File: config.mk
export PLATFORM = sky130hd
export DESIGN_NAME = apolo_pulse_tx
export DESIGN_NICKNAME = d
export VERILOG_FILES = /design/src/rtl/apolo_pkg.sv /design/src/rtl/apolo_interval_timer.sv /design/src/rtl/apolo_pulse_tx.sv
export SDC_FILE = /design/constraint.sdc
export NUM_CORES = 1
export LEC_CHECK = 0
export CELL_PAD_IN_SITES_DETAIL_PLACEMENT = 1
export CELL_PAD_IN_SITES_GLOBAL_PLACEMENT = 2
export CORE_MARGIN = 10
export CORE_UTILIZATION = 38
export CTS_CLUSTER_SIZE = 10
export DETAILED_ROUTE_END_ITERATION = 12
export DONT_BUFFER_PORTS = 1
export PLACE_DENSITY_LB_ADDON = 0.05
export SLEW_MARGIN = 20
export SYNTH_ARGS = -nofsm -noshare
export SYNTH_HDL_FRONTEND = slang
export SYNTH_SLANG_ARGS = --single-unit
export TNS_END_PERCENT = 1
File: constraint.sdc
create_clock -name clk -period 3.35 [get_ports clk]
set_clock_uncertainty 0.15 [all_clocks]
set_input_delay 0.8375 -clock clk [delete_from_list [all_inputs] [get_ports clk]]
set_output_delay 0.8375 -clock clk [all_outputs]
set_load 0.05 [all_outputs]
File: src/rtl/apolo_pkg.sv
// Shared definitions for the APOLO pulse link: state encoding, counter width, µs-to-cycles.
// Latency: none (declarations only).
// Backpressure: none (declarations only).
package apolo_pkg;

    localparam int CNT_W = 20;

    typedef enum logic [2:0] {
        IDLE      = 3'd0,
        HDR_MARK  = 3'd1,
        HDR_SPACE = 3'd2,
        BIT_MARK  = 3'd3,
        BIT_SPACE = 3'd4,
        STOP_MARK = 3'd5,
        GAP       = 3'd6
    } apolo_state_t;

    // Whole-MHz clock assumed; the receiver derives its thresholds the same way.
    function automatic logic [CNT_W-1:0] us_to_cycles(input int unsigned clk_freq,
                                                      input int unsigned us);
        return CNT_W'((clk_freq / 32'd1000000) * us);
    endfunction

endpackage

File: src/rtl/apolo_interval_timer.sv
// Down-counter for timed intervals: load N-1, zero flag marks the last cycle of the interval.
// Latency: load takes effect on the next clock; zero is combinational from the count.
// Backpressure: none; the owner decides when to load.
module apolo_interval_timer
    import apolo_pkg::*;
(
    input  logic             clk,
    input  logic             rst,
    input  logic             load,
    input  logic [CNT_W-1:0] load_val,
    output logic             zero
);

    logic [CNT_W-1:0] cnt;

    // Load wins over counting; the count parks at zero between intervals.
    always_ff @(posedge clk) begin
        if (rst) begin
            cnt <= '0;
        end else if (load) begin
            cnt <= load_val;
        end else if (cnt != '0) begin
            cnt <= cnt - 1'b1;
        end
    end

    assign zero = (cnt == '0);

endmodule

File: src/rtl/apolo_pulse_tx.sv
// Pulse-width frame transmitter: header, LSB-first mark/space bits, stop mark, guard gap.
// Latency: line rises 1 cycle after accept; tx_ready only in IDLE, tx_valid ignored while busy.
// Backpressure: one word per frame; optional even-parity bit via APOLO_TX_PARITY_EN.
module apolo_pulse_tx
    import apolo_pkg::*;
#(
    parameter int unsigned clk_freq     = 100000000,
    parameter int          DATA_W       = 8,
    parameter int unsigned HDR_MARK_US  = 10,
    parameter int unsigned HDR_SPACE_US = 88,
    parameter int unsigned BIT_MARK_US  = 8,
    parameter int unsigned SPACE1_US    = 36,
    parameter int unsigned SPACE0_US    = 4,
    parameter int unsigned STOP_MARK_US = 8,
    parameter int unsigned GAP_US       = 20
) (
    input  logic              clk,
    input  logic              rst,
    input  logic [DATA_W-1:0] tx_data,
    input  logic              tx_valid,
    output logic              tx_ready,
    output logic              tx_out,
    output logic              busy,
    output logic              done
);

    // Counter reload values are cycles-1 so each state lasts exactly its cycle count.
    localparam logic [CNT_W-1:0] HDR_MARK_LD  = us_to_cycles(clk_freq, HDR_MARK_US)  - 1'b1;
    localparam logic [CNT_W-1:0] HDR_SPACE_LD = us_to_cycles(clk_freq, HDR_SPACE_US) - 1'b1;
    localparam logic [CNT_W-1:0] BIT_MARK_LD  = us_to_cycles(clk_freq, BIT_MARK_US)  - 1'b1;
    localparam logic [CNT_W-1:0] SPACE1_LD    = us_to_cycles(clk_freq, SPACE1_US)    - 1'b1;
    localparam logic [CNT_W-1:0] SPACE0_LD    = us_to_cycles(clk_freq, SPACE0_US)    - 1'b1;
    localparam logic [CNT_W-1:0] STOP_LD      = us_to_cycles(clk_freq, STOP_MARK_US) - 1'b1;
    localparam logic [CNT_W-1:0] GAP_LD       = us_to_cycles(clk_freq, GAP_US)       - 1'b1;

    localparam int IDX_W = $clog2(DATA_W + 1);
    localparam logic [IDX_W-1:0] LAST_IDX = IDX_W'(DATA_W - 1);

    apolo_state_t      state;
    apolo_state_t      state_nxt;
    logic [DATA_W-1:0] shift_reg;
    logic [IDX_W-1:0]  bit_idx;
    logic              rst_r;
    logic              accept;
    logic              load;
    logic [CNT_W-1:0]  load_val;
    logic              zero;
    logic              shift_en;
    logic              idx_clr;
    logic              cur_bit;

    assign tx_ready = (state == IDLE) & ~rst_r;
    assign busy     = (state != IDLE);
    assign accept   = tx_valid & tx_ready;

`ifdef APOLO_TX_PARITY_EN
    localparam logic [IDX_W-1:0] PAR_IDX = IDX_W'(DATA_W);
    logic parity_r;

    // Even parity of the accepted word, held for the extra bit slot.
    always_ff @(posedge clk) begin
        if (accept) begin
            parity_r <= ^tx_data;
        end
    end

    assign cur_bit = (bit_idx == PAR_IDX) ? parity_r : shift_reg[0];
`else
    assign cur_bit = shift_reg[0];
`endif

    apolo_interval_timer u_timer (
        .clk      (clk),
        .rst      (rst),
        .load     (load),
        .load_val (load_val),
        .zero     (zero)
    );

    // Delayed reset keeps tx_ready low for the first cycle out of reset.
    always_ff @(posedge clk) begin
        rst_r <= rst;
    end

    // State register; reset aborts a frame in flight with no stop mark.
    always_ff @(posedge clk) begin
        if (rst) begin
            state <= IDLE;
        end else begin
            state <= state_nxt;
        end
    end

    // Next-state, timer reload and bit-stepping decisions.
    always_comb begin
        state_nxt = state;
        load      = 1'b0;
        load_val  = '0;
        shift_en  = 1'b0;
        idx_clr   = 1'b0;
        case (state)
            IDLE: begin
                if (accept) begin
                    state_nxt = HDR_MARK;
                    load      = 1'b1;
                    load_val  = HDR_MARK_LD;
                end
            end
            HDR_MARK: begin
                if (zero) begin
                    state_nxt = HDR_SPACE;
                    load      = 1'b1;
                    load_val  = HDR_SPACE_LD;
                end
            end
            HDR_SPACE: begin
                if (zero) begin
                    state_nxt = BIT_MARK;
                    load      = 1'b1;
                    load_val  = BIT_MARK_LD;
                    idx_clr   = 1'b1;
                end
            end
            BIT_MARK: begin
                if (zero) begin
                    state_nxt = BIT_SPACE;
                    load      = 1'b1;
                    load_val  = cur_bit ? SPACE1_LD : SPACE0_LD;
                end
            end
            BIT_SPACE: begin
                if (zero) begin
                    shift_en = 1'b1;
                    load     = 1'b1;
`ifdef APOLO_TX_PARITY_EN
                    if (bit_idx == PAR_IDX) begin
`else
                    if (bit_idx == LAST_IDX) begin
`endif
                        state_nxt = STOP_MARK;
                        load_val  = STOP_LD;
                    end else begin
                        state_nxt = BIT_MARK;
                        load_val  = BIT_MARK_LD;
                    end
                end
            end
            STOP_MARK: begin
                if (zero) begin
                    state_nxt = GAP;
                    load      = 1'b1;
                    load_val  = GAP_LD;
                end
            end
            GAP: begin
                if (zero) begin
                    state_nxt = IDLE;
                end
            end
            default: state_nxt = IDLE;
        endcase
    end

    // Line level and completion strobe come straight from flops, so the pin cannot glitch.
    always_ff @(posedge clk) begin
        if (rst) begin
            tx_out <= 1'b0;
            done   <= 1'b0;
        end else begin
            tx_out <= (state_nxt == HDR_MARK) || (state_nxt == BIT_MARK) ||
                      (state_nxt == STOP_MARK);
            done   <= (state == GAP) && zero;
        end
    end

    // Payload shifter: loaded on accept, stepped LSB-first at each bit-space exit.
    always_ff @(posedge clk) begin
        if (accept) begin
            shift_reg <= tx_data;
        end else if (shift_en) begin
            shift_reg <= shift_reg >> 1;
        end
    end

    // Bit index: cleared entering the first bit, advanced with the shifter.
    always_ff @(posedge clk) begin
        if (rst || idx_clr) begin
            bit_idx <= '0;
        end else if (shift_en) begin
            bit_idx <= bit_idx + 1'b1;
        end
    end

endmodule
==> results.toml <==
[yosys]
synth-seq-area-share = 0.414
synth_common_cells = "nand2_1, dfxtp_1, nor2_1, a21oi_1, xnor2_1"
synth_nets = 253
ys_types = 46
synthMostInstantiatedCell = "nand2_1"
synth_cells = 239
ys_ff_latch = 38
synth_top_area_frac = 0.296
ys_top_cells_by_area = "dfxtp_1, edfxtp_1, nand2_1"
syn_avg_cell_area_um2 = 8.50
synth_edf_count = 8
synth_area_um2 = 2030
synthFlopType = "dfxtp_1"
synth_largest_area_cell = "dfxtp_1"
ys_async_sr_fraction = 0
yosysWarnings = 0

[detailed_routing]
first_iter_violations = 66
totalWireLength_um = 5230
dr_total_vias = 1758
drtPass1Iterations = 4
wl_per_cell_um = 16.7
vias_per_cell = 5.62
drc_errors = 0
antenna_left = 0

[run_status]
status = "completed"

[floorplanning]
dieArea_um2 = 8670
initial_core_util = 0.395
die_width_um = 93.1
rows = 26
pin_count = 15
die_h_um = 93.1
core_um2 = 5140

[sta]
finalMaxSlewViolations = 0
setup_viol = 0
hold_viol_final = 0
holdWs_ps = 359
layout_min_cycle_time_ps = 2920
period_share = 0.871
relSlewSlack = 0.466
setup-tns-final_ps = 0
worst_pin_slew_ps = 801
rsz0062_at_grt = "false"
fmax_mhz = 343

[worst_setup_path]
path_max_fanout = 24
crit_path_cell_trace = "inv_1 > ha_1 > nor3b_1 > nand3_1 > or3_1 > or4_1 > a21oi_1"
critPathMaxStageDelay_ps = 710
critPathArrivalTime_ps = 3000
critPathKind = "reg2reg"
endpoint_kind = "register"
cp_num_buf_inv = 1
worstPathRequired_ps = 3430
startpoint_type = "register"
path_delay_family = "simple AND/OR/NAND/NOR gates"
crit_path_top_delay_cell = "or3_1"

[clock_tree]
cts_htree_levels = 2
cts_root_buffer = "clkbuf_8"
numCtsBuffers = 5
cts.clk_slew.worst_paths_ps = 80
cts.sinks = 38
clk-insertion-delay-late_ps = 300
post_cts_buffers = 0
cts_buffer_depth = 2
cts.repair.resized = 0
cts_tree = "done"
ctsHoldBuffers = 0

[global_route]
first_global_vias = 1853
antenna_found_initial = 0
grt_first_pass_wirelength_um = 9030
grt_start_max_net_pins = 25
grt_usage = 0.127
grt_overflow = 0

[layout]
largest_reg_flops = 20
nNetsFinal = 256
diodes = 0
areaGrowthSynthToFinish_pct = 10.8
drive_gt1_frac = 0.103

[power_and_ir_drop]
leakage_nw = 0.812
p_per_area_nw_per_um2 = 847
peakVddDrop_mv = 0.278

[place]
gp_congestion = 0.814
numPortBuffers = 0
dp_hpwl_um = 3750

[min_path]
hold_path_class = "reg2reg"

[flow_run]
cap_violations = 0
[metrics by stage]
step | std cells | power [mW] | instance area, um^2 | setup WS [ps] | utilization
3_5_place_dp | 305 | 1.52 | 2140 | 478 | 0.416
5_1_grt | 313 | 2.06 | 2250 | 243 | 0.438
6_report | 313 | 1.91 | 2250 | 431 | 0.438
3_3_place_gp | 305 | 1.49 | 2140 | 633 | 0.416
4_1_cts | 313 | 1.93 | 2250 | 460 | 0.438
2_1_floorplan | 239 | 1.32 | 2040 | 586 | -
[per-layer routing]
metal,vias up,GRT usage,part of all wire
li1,867,-,-
met1,848,0.151,0.45
met2,30,0.208,0.48
met3,13,0.0376,0.046
met4,0,0.0578,0.026
met5,-,0,0
[power by group]
| group | internal, mW | leakage (nW) | switching [mW] |
|---|---|---|---|
| logic | 0.353 | 0.441 | 0.459 |
| clock network | 0.221 | 0.0504 | 0.176 |
| registers | 0.565 | 0.321 | 0.133 |
| total | 1.14 | 0.812 | 0.768 |
[area by class of cell]
class	count	area, um^2
flip-flops and latches	38	841
repair buffers	8	60.1
inverters	6	22.5
fillers	642	2890
well taps	70	87.6
multi-input cells	183	1130
clock buffers	5	68.8
clock inverters	3	45.0
[final timing paths]
kind                                                   from                 endpoint  slack, ps  depth (start not counted)
worst max-delay path            u_timer.cnt[0]$_SDFFE_PP0P_  bit_idx[3]$_SDFFE_PP0P_        430                          7
worst min-delay path                bit_idx[1]$_SDFFE_PP0P_  bit_idx[1]$_SDFFE_PP0P_        360                          2
worst max register to register  u_timer.cnt[0]$_SDFFE_PP0P_  bit_idx[3]$_SDFFE_PP0P_        430                          7
worst min register to register      bit_idx[1]$_SDFFE_PP0P_  bit_idx[1]$_SDFFE_PP0P_        360                          2
[cell families after synthesis]
family,after synthesis,synth area share
muxes,5,0.0259
DFF,38,0.414
xor gates and xnor gates,18,0.0776
buffers and inverters,18,0.0351
AOI/OAI and AO/OA,42,0.130
adders and majority gates,3,0.0185
and+or+nand+nor,115,0.299
[worst reg2reg max path, stage by stage (launching register included)]
cell and delay, ps:
dfxtp_1 360, inv_1 100, ha_1 140, nor3b_1 340, nand3_1 260, or3_1 710, or4_1 630, a21oi_1 170
[placed cells by master, fill, tap and decap left out, types with 2 or more instances in the layout]
cell	synthesis	final
nand2b_1	3	3
ha_1	3	3
nor3_1	10	10
or4_1	5	5
nor2_1	21	21
clkinvlp_4	0	2
xor2_1	7	7
nand2_1	33	33
dfxtp_1	30	30
nor4_1	5	4
clkbuf_8	0	5
a221oi_1	2	2
or3_1	6	6
o41ai_1	2	2
xnor2_1	11	11
nor3b_1	3	3
nand3_1	9	9
mux2i_1	3	3
o21ai_0	8	8
mux2_2	2	2
edfxtp_1	8	8
nand4_1	6	6
inv_1	6	6
buf_4	0	8
a21oi_1	20	20
o211ai_1	2	2
nor4_2	1	2
nor2b_1	4	4
Note: power is estimated with default switching activity, not from simulation.
